==> src/rtl/hspi_pkg.sv <==
// Shared constants and types for the HSPI frame builder: frame markers,
// payload pattern selection, fill FSM states and the payload LFSR step.
package hspi_pkg;

  localparam logic [15:0] SYNC_WORD  = 16'h5AA5;
  localparam logic [15:0] LFSR_SEED  = 16'hACE1;
  localparam logic [15:0] CONST_WORD = 16'hA5A5;

  typedef enum logic [1:0] {PAT_INCR, PAT_LFSR, PAT_CONST, PAT_WALK} pat_mode_t;
  typedef enum logic {S_IDLE, S_FILL} fb_state_t;

  // Fibonacci form of x^16+x^14+x^13+x^11+1, shifting right.
  function automatic logic [15:0] lfsr_next(input logic [15:0] l);
    return {l[0] ^ l[2] ^ l[3] ^ l[5], l[15:1]};
  endfunction

endpackage

==> src/rtl/hspi_pattern_src.sv <==
// Payload word generator. The LFSR advances only when step is asserted and is
// never reseeded, so the pseudo-random stream runs on across frames.
module hspi_pattern_src
  import hspi_pkg::*;
#(
  parameter int ADDR_W = 9,
  parameter int DATA_W = 16
) (
  input  logic              clk_15MHz,
  input  logic              rst_n,
  input  pat_mode_t         mode,
  input  logic [ADDR_W-1:0] index,
  input  logic              step,
  output logic [DATA_W-1:0] word
);

  logic [15:0] lfsr;

  always_ff @(posedge clk_15MHz or negedge rst_n) begin
    if (!rst_n)    lfsr <= LFSR_SEED;
    else if (step) lfsr <= lfsr_next(lfsr);
  end

  always_comb begin
    word = '0;
    case (mode)
      PAT_INCR:  word = DATA_W'(index);
      PAT_LFSR:  word = DATA_W'(lfsr);
      PAT_CONST: word = DATA_W'(CONST_WORD);
      PAT_WALK:  word = DATA_W'(1) << (32'(index) % 32'd16);
      default:   word = '0;
    endcase
  end

endmodule

==> src/rtl/hspi_frame_builder.sv <==
// Periodic framed test-packet writer into a ping-pong RAM, handing finished
// banks to the clk_sys HSPI side over a toggle req/ack handshake.
module hspi_frame_builder
  import hspi_pkg::*;
#(
  parameter int FRAME_WORDS = 512,
  parameter int ADDR_W      = 9,
  parameter int DATA_W      = 16,
  parameter int PERIOD      = 2097152
) (
  input  logic              clk_15MHz,
  input  logic              rst_n,
  input  logic              enable,
  input  logic [1:0]        mode,
  output logic              buf_we,
  output logic              buf_bank,
  output logic [ADDR_W-1:0] buf_addr,
  output logic [DATA_W-1:0] buf_wdata,
  output logic              tx_req_tgl,
  output logic              tx_bank,
  input  logic              tx_ack_tgl,
  output logic [15:0]       frame_seq,
  output logic              busy,
  output logic              overrun
);

  localparam int TW = $clog2(PERIOD);
  localparam logic [ADDR_W-1:0] LAST    = ADDR_W'(FRAME_WORDS - 1);
  localparam logic [ADDR_W-1:0] PAY_END = ADDR_W'(FRAME_WORDS - 2);

  fb_state_t         state, state_n;
  logic [TW-1:0]     timer;
  logic              tick, start, completing, fill_free;
  logic              fill_bank;
  logic [15:0]       seq;
  logic [DATA_W-1:0] cksum, pat_word, next_word;
  pat_mode_t         mode_q;
  logic [ADDR_W-1:0] nxt_idx;
  logic              pay_step;
  logic              ack_s1, ack_s2, ack_q, ack_edge;
  logic              if_vld, pend_vld, pend_bank;
  logic              cand_vld, cand_bank, chan_free;

  assign tick       = enable && (timer == TW'(PERIOD - 1));
  assign fill_free  = !(if_vld && tx_bank == fill_bank) && !(pend_vld && pend_bank == fill_bank);
  assign start      = (state == S_IDLE) && tick && fill_free;
  assign completing = (state == S_FILL) && (buf_addr == LAST);
  assign nxt_idx    = buf_addr + ADDR_W'(1);
  assign pay_step   = (state == S_FILL) && !completing && (mode_q == PAT_LFSR) &&
                      (nxt_idx >= ADDR_W'(2)) && (nxt_idx <= PAY_END);
  assign busy       = (state == S_FILL);
  assign ack_edge   = ack_s2 ^ ack_q;

  // A pending bank and a completing fill never coexist: both banks would be busy.
  assign cand_vld  = pend_vld || completing;
  assign cand_bank = pend_vld ? pend_bank : buf_bank;
  assign chan_free = !if_vld || ack_edge;

  always_comb begin
    next_word = pat_word;
    if (nxt_idx == ADDR_W'(1)) next_word = DATA_W'(seq);
    else if (nxt_idx == LAST)  next_word = cksum;
  end

  hspi_pattern_src #(.ADDR_W(ADDR_W), .DATA_W(DATA_W)) u_pat (
    .clk_15MHz (clk_15MHz),
    .rst_n     (rst_n),
    .mode      (mode_q),
    .index     (nxt_idx),
    .step      (pay_step),
    .word      (pat_word)
  );

  always_ff @(posedge clk_15MHz or negedge rst_n) begin
    if (!rst_n) state <= S_IDLE;
    else        state <= state_n;
  end

  always_comb begin
    state_n = state;
    case (state)
      S_IDLE:  if (start) state_n = S_FILL;
      S_FILL:  if (completing) state_n = S_IDLE;
      default: state_n = S_IDLE;
    endcase
  end

  always_ff @(posedge clk_15MHz or negedge rst_n) begin
    if (!rst_n) begin
      timer      <= '0;
      fill_bank  <= 1'b0;
      seq        <= '0;
      cksum      <= '0;
      mode_q     <= PAT_INCR;
      ack_s1     <= 1'b0;
      ack_s2     <= 1'b0;
      ack_q      <= 1'b0;
      if_vld     <= 1'b0;
      pend_vld   <= 1'b0;
      pend_bank  <= 1'b0;
      buf_we     <= 1'b0;
      buf_bank   <= 1'b0;
      buf_addr   <= '0;
      buf_wdata  <= '0;
      tx_req_tgl <= 1'b0;
      tx_bank    <= 1'b0;
      frame_seq  <= '0;
      overrun    <= 1'b0;
    end else begin
      ack_s1 <= tx_ack_tgl;
      ack_s2 <= ack_s1;
      ack_q  <= ack_s2;
      timer  <= (!enable || tick) ? '0 : timer + TW'(1);

      if (tick && !start) overrun <= 1'b1;

      if (start) begin
        buf_we    <= 1'b1;
        buf_bank  <= fill_bank;
        buf_addr  <= '0;
        buf_wdata <= DATA_W'(SYNC_WORD);
        cksum     <= DATA_W'(SYNC_WORD);
        mode_q    <= pat_mode_t'(mode);
      end else if (state == S_FILL) begin
        if (completing) begin
          buf_we    <= 1'b0;
          buf_addr  <= '0;
          buf_wdata <= '0;
          frame_seq <= seq;
          seq       <= seq + 16'd1;
          fill_bank <= ~fill_bank;
        end else begin
          buf_addr  <= nxt_idx;
          buf_wdata <= next_word;
          if (nxt_idx != LAST) cksum <= cksum + next_word;
        end
      end

      if (cand_vld && chan_free) begin
        tx_bank    <= cand_bank;
        tx_req_tgl <= ~tx_req_tgl;
        if_vld     <= 1'b1;
        pend_vld   <= 1'b0;
      end else begin
        if (ack_edge) if_vld <= 1'b0;
        if (completing) begin
          pend_vld  <= 1'b1;
          pend_bank <= buf_bank;
        end
      end
    end
  end

endmodule

==> config.mk <==
export PLATFORM = sky130hd
export DESIGN_NAME = hspi_frame_builder
export DESIGN_NICKNAME = d
export VERILOG_FILES = /design/src/rtl/hspi_pkg.sv /design/src/rtl/hspi_pattern_src.sv /design/src/rtl/hspi_frame_builder.sv
export SDC_FILE = /design/constraint.sdc
export NUM_CORES = 1
export LEC_CHECK = 0
export CORE_AREA = 5 5 113 115
export CTS_CLUSTER_SIZE = 24
export DETAILED_ROUTE_END_ITERATION = 6
export DIE_AREA = 0 0 118 120
export PLACE_DENSITY = 0.79
export SLEW_MARGIN = 20
export SYNTH_ARGS = -nofsm -noshare
export SYNTH_HDL_FRONTEND = slang
export SYNTH_SLANG_ARGS = --single-unit
export TNS_END_PERCENT = 30
==> constraint.sdc <==
create_clock -name clk_15MHz -period 6.2 [get_ports clk_15MHz]
set_input_delay 0.62 -clock clk_15MHz [delete_from_list [all_inputs] [get_ports clk_15MHz]]
set_output_delay 0.62 -clock clk_15MHz [all_outputs]
set_load 0.03 [all_outputs]
# Yosys cells after proc, flatten, opt, wreduce, memory -nomap -nowiden
# Index checks and enable logic that the tools add are counted.
[totals] register_bits=125 word_cells=105 output_inout_bits=47
[op_classes] bitwise=9 shift=1 reduce_logical=32 n_mux=25 eq_ne=11 add_sub_neg=4 magnitude_cmp=2
[ops] op="2-to-1 mux 16 bit" count=9
[ops] op="case mux 16 bit (4 select lines)" count=1
[ops] op="2-to-1 mux 9 bit" count=3
[ops] op="adder 21 x 1 -> 21 bit (second input constant)" count=1
[ops] op="== test 21 bit (second input constant)" count=1
[ops] op="2-to-1 mux 21 bit" count=1
[ops] op="== test 9 bit (second input constant)" count=2
[ops] op="adder 16 x 1 -> 16 bit (second input constant)" count=1
[ops] op="adder 16 bit" count=1
[ops] op="left shift 1 x 4 -> 16 bit (first input constant)" count=1
[ops] op="logical AND 1 bit" count=13
[ops] op="2-to-1 mux 1 bit" count=10
[ops] op="nonzero test 2 bit" count=5
[ops] op="adder 9 x 1 -> 9 bit (second input constant)" count=1
[ops] op="== test 9 x 1 -> 1 bit (second input constant)" count=1
[ops] op="greater-or-equal comparator 9 x 2 -> 1 bit (second input constant)" count=1
[ops] op="less-or-equal comparator 9 bit (second input constant)" count=1
[ops] op="!= test 9 bit (second input constant)" count=1
[ops] op="logical NOT 1 bit" count=6
[ops] op="AND reduction 3 bit" count=2
[ops] op="inverter 1 bit" count=5
[ops] op="== test 2 bit (second input constant)" count=2
[ops] op="AND reduction 2 bit" count=2
[ops] op="XOR 1 bit" count=4
[ops] op="6 further kinds" count=9

# Longest topological paths before layout
# Gate-level depths: netlist of the first run.
[depth] word_depth=10 depth_mapped=23 depth_no_buf=22

# Cells and area by module
# A second synthesis of the first run with hierarchy kept.
[unflattened] cells_unflattened=702 area_unflattened_um2=6846.6
[modules_own_cells] mod="hspi_frame_builder" area_each_um2=5779.3 cells_per_inst=589 n_inst=1 seq_area_each_um2=2727.6
[modules_own_cells] mod="hspi_pattern_src" area_each_um2=1067.3 cells_per_inst=113 n_inst=1 seq_area_each_um2=410.4

# Worst setup path before layout of the first run
# No wires, ideal clock.
[synth_timing] kind="flip-flop to flip-flop" from="register buf_addr[1]" to="register cksum[15]" path_buffers=1 setup_ns=0.079 required_time_ns=6.121 period_less_slack_ns=4.634 slack_ns=1.566 path_stages_with_launch=21 arrival_ns=4.555 cell_sequence="dfrtp_1 > ha_1 > nand2_1 > nor2_1 > and3_1 > ha_1 > and3_1 > o21ai_1 > nor4_4 > buf_4 > a211oi_1 > o31ai_1 > ha_1 > a2111oi_0 > o21ai_0 > nand3_1 > a21oi_1 > a311o_1 > and3_1 > o21ai_1 > mux2i_1"
[synth_between] elab_chain_len=10 elab_cells_between_ends=18
[synth_lines] item="start: declaration" line="hspi_frame_builder.sv:17" source="output logic [ADDR_W-1:0] buf_addr,"
[synth_lines] item="start signal: assignment" line="hspi_frame_builder.sv:133" source="buf_addr <= nxt_idx;"
[synth_lines] item="adder 9 x 1 -> 9 bit" line="hspi_frame_builder.sv:48" source="assign nxt_idx = buf_addr + ADDR_W'(1);"
[synth_lines] item="left shift 1 x 4 -> 16 bit" line="hspi_pattern_src.sv:30" source="PAT_WALK: word = DATA_W'(1) << (32'(index) % 32'd16);"
[synth_lines] item="case mux 16 bit (4 select lines)" line="hspi_pattern_src.sv:26" source="case (mode)"
[synth_lines] item="2-to-1 mux 16 bit" line="hspi_frame_builder.sv:62" source="else if (nxt_idx == LAST) next_word = cksum;"
[synth_lines] item="2-to-1 mux 16 bit" line="hspi_frame_builder.sv:61" source="if (nxt_idx == ADDR_W'(1)) next_word = DATA_W'(seq);"
[synth_lines] item="adder 16 bit" line="hspi_frame_builder.sv:135" source="if (nxt_idx != LAST) cksum <= cksum + next_word;"
[synth_lines] item="2-to-1 mux 16 bit" line="hspi_frame_builder.sv:135"
[synth_lines] item="2-to-1 mux 16 bit" line="hspi_frame_builder.sv:125" source="if (completing) begin"
[synth_lines] item="2-to-1 mux 16 bit" line="hspi_frame_builder.sv:124" source="end else if (state == S_FILL) begin"
[synth_lines] item="2-to-1 mux 16 bit" line="hspi_frame_builder.sv:117" source="if (start) begin"
[synth_lines] item="end signal: assignment" line="hspi_frame_builder.sv:122" source="cksum <= DATA_W'(SYNC_WORD);"
[synth_lines] item="end signal: assignment" line="hspi_frame_builder.sv:135"
[synth_lines] item="end: declaration" line="hspi_frame_builder.sv:36" source="logic [DATA_W-1:0] cksum, pat_word, next_word;"
# Several ways; a longest one is shown, not always the timed one. The select of a mux whose other input is x is not followed.
# A chain may end at the register's enable or synchronous reset.

# Worst setup path after layout of the first run
[layout_timing] from="register buf_addr[0]" to="register cksum[15]"
# The elaborated chain is that of the path after synthesis.

==> impl_summary.txt, run 1 <==
----------------------------------------------------
[Status]
  Run status ... finished, final reports clean

[Yosys]
  Instance count of the mapped netlist ... 701
  Total number of yosys warnings ... 0
  Proportion of synthesized flip-flops having asynchronous set or reset ... 1.000
  Number of flops mapped to enable cells by yosys ... 0
  Synthesized flop and latch total ... 125
  Fraction of the yosys area taken by sequential cells ... 0.4657
  Nets in the synthesized netlist ... 734
  Library cells used by synthesis ... 71
  Most frequently used flop master after synthesis ... dfrtp_1
  Total standard cell area after synthesis ... 6739 sq um
  Average instance area after synthesis ... 9.613 sq um

[Cells and area]
  Most used cells in the layout excluding fill and tap cells ... 117 x dfrtp_1, 112 x nand2_1, 52 x nor2_1, 51 x clkdlybuf4s50_1, 40 x o21ai_0
  Number of filler instances in the final layout ... 912
  Area overhead of the layout relative to synthesis ... 17.64%
  Most frequent standard cell in the layout excluding fill and tap cells ... dfrtp_1
  Fin nets ... 779
  Design Area, Final ... 7928 sq um
  Fraction of final layout cells with drive strength greater than 1 ... 0.09486
  Number of diodes ... 0

[Clock network]
  Max H-tree Level ... 4
  CTS Buf Count ... 17
  TritonCTS clock tree ... yes
  Post-cts gate resize count ... 0
  # clock sinks ... 125
  Number of hold buffers added after cts ... 0
  Clock latency reported for the late side of the worst-skew pair ... 0.43 ns
  Root buffer cell ... clkbuf_16
  Number of buffers on the longest clock path ... 2
  Setup bufs post-CTS ... 0
  Clock-pin slew reported for the worst setup and hold paths after clock tree synthesis ... 0.06 ns

[Timing]
  Clock Skews ... 0.008261 ns
  Aggregate negative setup slack ... 0 ns
  Slew margin rel. ... 0.4010
  Highest Clock Rate ... 184.3 MHz
  Part of the cycle the worst path needs ... 0.8750
  Transition time at the pin with the least slew margin ... 0.8985 ns
  Final setup violation count ... 0
  Final count of hold timing violations ... 0
  Fin. max-slew vios ... 0
  Tmin final ... 5.425 ns
  Setup repair after global routing missed its margin ... false

[Routing]
  Ratio of routed vias to standard cells ... 5.987
  Final routed DRC violation total ... 0
  Routed wire length ... 17.06 mm
  Number of DRC violations after detailed-routing iteration 0 ... 550
  Routed wirelength normalized by instance count ... 18.83 um
  Total vias in the final route ... 5424
  Iteration count of the initial detailed-routing pass ... 5
  Number of nets still failing antenna checks after routing ... 0

[Place]
  DP Area ... 7330 sq um
  Final GP Congestion ... 0.9887
  Post-DP HPWL ... 12.11 mm
  Number of port buffers ... 52

[Worst setup path]
  Worst Path Class, Setup ... flop to flop
  Endpoint required time on the critical path ... 6.55 ns
  Category of the worst setup path launch point ... flop
  Arrival time of data at the critical path endpoint ... 5.77 ns
  Biggest fanout along the worst timing path ... 14
  CP Capture Type ... flop

[Global route]
  Total congestion overflow after global routing ... 0
  Antenna violations before repair ... 0
  Global-route wire length before repair ... 28.06 mm
  GR Util All Layers ... 0.2492
  Vias in the first global route ... 5339
  Maximum number of pins on one net before global-route repair ... 71

[Pwr]
  Worst supply voltage drop on vdd ... 0.2929 mV
  Leak ... 3.603 nW
  Ratio of total power to cell area ... 231.9 nW/um^2

[Die]
  DIE AREA ... 14160 sq um
  Vertical die dimension ... 120 um
  Number of primary I/O pins ... 53
  Rows ... 40
  Die X ... 118 um
  Starting Density ... 0.5754
  Total core area ... 11710 sq um

[Job]
  Reported max-cap violation count ... 0

[Min path]
  Class of the tightest hold or removal check ... primary input to asynchronous set/reset pin

----------------------------------------------------
cells by family after synthesis:
| logic type | synth area share |
|---|---|
| XOR/XNOR | 0.07408 |
| AO/OA/AOI/OAI | 0.1539 |
| flip-flops | 0.4657 |
| adder cells (fa/ha/maj) | 0.05124 |
| AND/OR/NAND/NOR | 0.1857 |
| buffers and inverters | 0.03156 |
| multiplexers | 0.03788 |
path summary, 6_finish.rpt:
check | endpoint | slack, ns | startpoint | depth (start not counted)
worst max register to register | cksum[15] | 0.78 | buf_addr[0] | 20
worst max-delay path | cksum[15] | 0.78 | buf_addr[0] | 20
min in group clk_15MHz | ack_s2 | 0.35 | ack_s1 | 0
worst min register to register | ack_s2 | 0.35 | ack_s1 | 0
worst min-delay path | timer[8] | 0.24 | rst_n | 1
max in group asynchronous | cksum[4] | 4.62 | rst_n | 2
sequential cells by signal, summed over array words and instances, names as in the netlist, 2 cells and up:
register	cells
buf_addr	9
buf_wdata	16
cksum	16
frame_seq	16
mode_q	2
seq	16
timer	21
u_pat.lfsr	16
where the power goes:
part	total, mW	internal (mW)	leakage, nW	switching, mW
registers	0.821	0.819	1.61	0.00213
logic	0.0240	0.00504	1.71	0.0190
clock network	0.993	0.633	0.285	0.360
total	1.84	1.46	3.60	0.381
routing by layer:
metal,vias to the layer above,global-route usage,wire (um)
met2,188,0.3858,7937
met3,33,0.06550,1106
met5,-,0,0
met1,2638,0.3369,7550
met4,0,0.09534,462
li1,2565,-,-
per-stage QoR:
| step | total power [mW] | setup WS (ns) | util | hold slack [ns] | cells |
|---|---|---|---|---|---|
| global placement | 0.8594 | 1.250 | 0.6259 | 0.3427 | 874 |
| finish | 1.838 | 0.7752 | 0.6769 | 0.2438 | 906 |
| CTS | 1.857 | 0.8588 | 0.6769 | 0.2556 | 906 |
| global route | 1.901 | 0.2617 | 0.6769 | 0.3011 | 906 |
| floorplan | 0.8392 | 1.566 | - | 0.3244 | 701 |
| detailed placement | 0.8608 | 0.9251 | 0.6259 | 0.3378 | 874 |
critical path, stage by stage, from the launching register on:
cell	delay, ns
dfrtp_1	0.57
ha_1	0.49
nand2_1	0.15
nor2_1	0.20
and3_1	0.18
ha_1	0.22
and3_1	0.21
o21ai_1	0.15
nor4_4	0.25
buf_4	0.25
a211oi_1	0.06
o31ai_1	0.36
ha_1	0.35
a2111oi_0	0.45
o21ai_0	0.21
nand3_1	0.18
a21oi_1	0.13
a311o_1	0.39
and3_1	0.18
o21ai_1	0.14
mux2i_1	0.20
synth_stat cells (all sizes together) (12+ instances only):
library cell,count,area share
mux2,17,0.029
and3,13,0.012
nand4,12,0.012
dfrtp,117,0.43
buf,12,0.012
inv,15,0.0084
nand2,112,0.062
xor2,23,0.030
nor3,15,0.011
ha,26,0.048
a21oi,37,0.028
o21ai,44,0.034
nor2,52,0.029
nand3,28,0.023
xnor2,34,0.044
clkbuf,19,0.011
area by class of cell:
class	instances	area, sq um	share of cell area
multi-input cells	528	3388	0.4274
flip-flops and latches	125	3138	0.3958
repair buffers	57	555.5	0.07008
clock buffers	23	488.0	0.06155
well taps	147	183.9	0.02320
clock inverters	9	110.1	0.01389
inverters	17	63.81	0.008049
No activity file was read; power rests on OpenSTA's default activity.
==> inputs of run 2 (changes only) <==
==> constraint.sdc (replaced) <==
create_clock -name clk_15MHz -period 6.2 [get_ports clk_15MHz]
set_input_delay 0.62 -clock clk_15MHz [delete_from_list [all_inputs] [get_ports clk_15MHz]]
set_output_delay 0.62 -clock clk_15MHz [all_outputs]
set_load 0.02 [all_outputs]
==> results of run 2 <==
No change in the layout: final DEF, timing and power equal those of run 1.
==> inputs of run 3 (changes only) <==
- ABC_CLOCK_PERIOD_IN_PS: default -> 6200
==> results of run 3 <==
No change in the layout: final DEF, timing and power equal those of run 1.
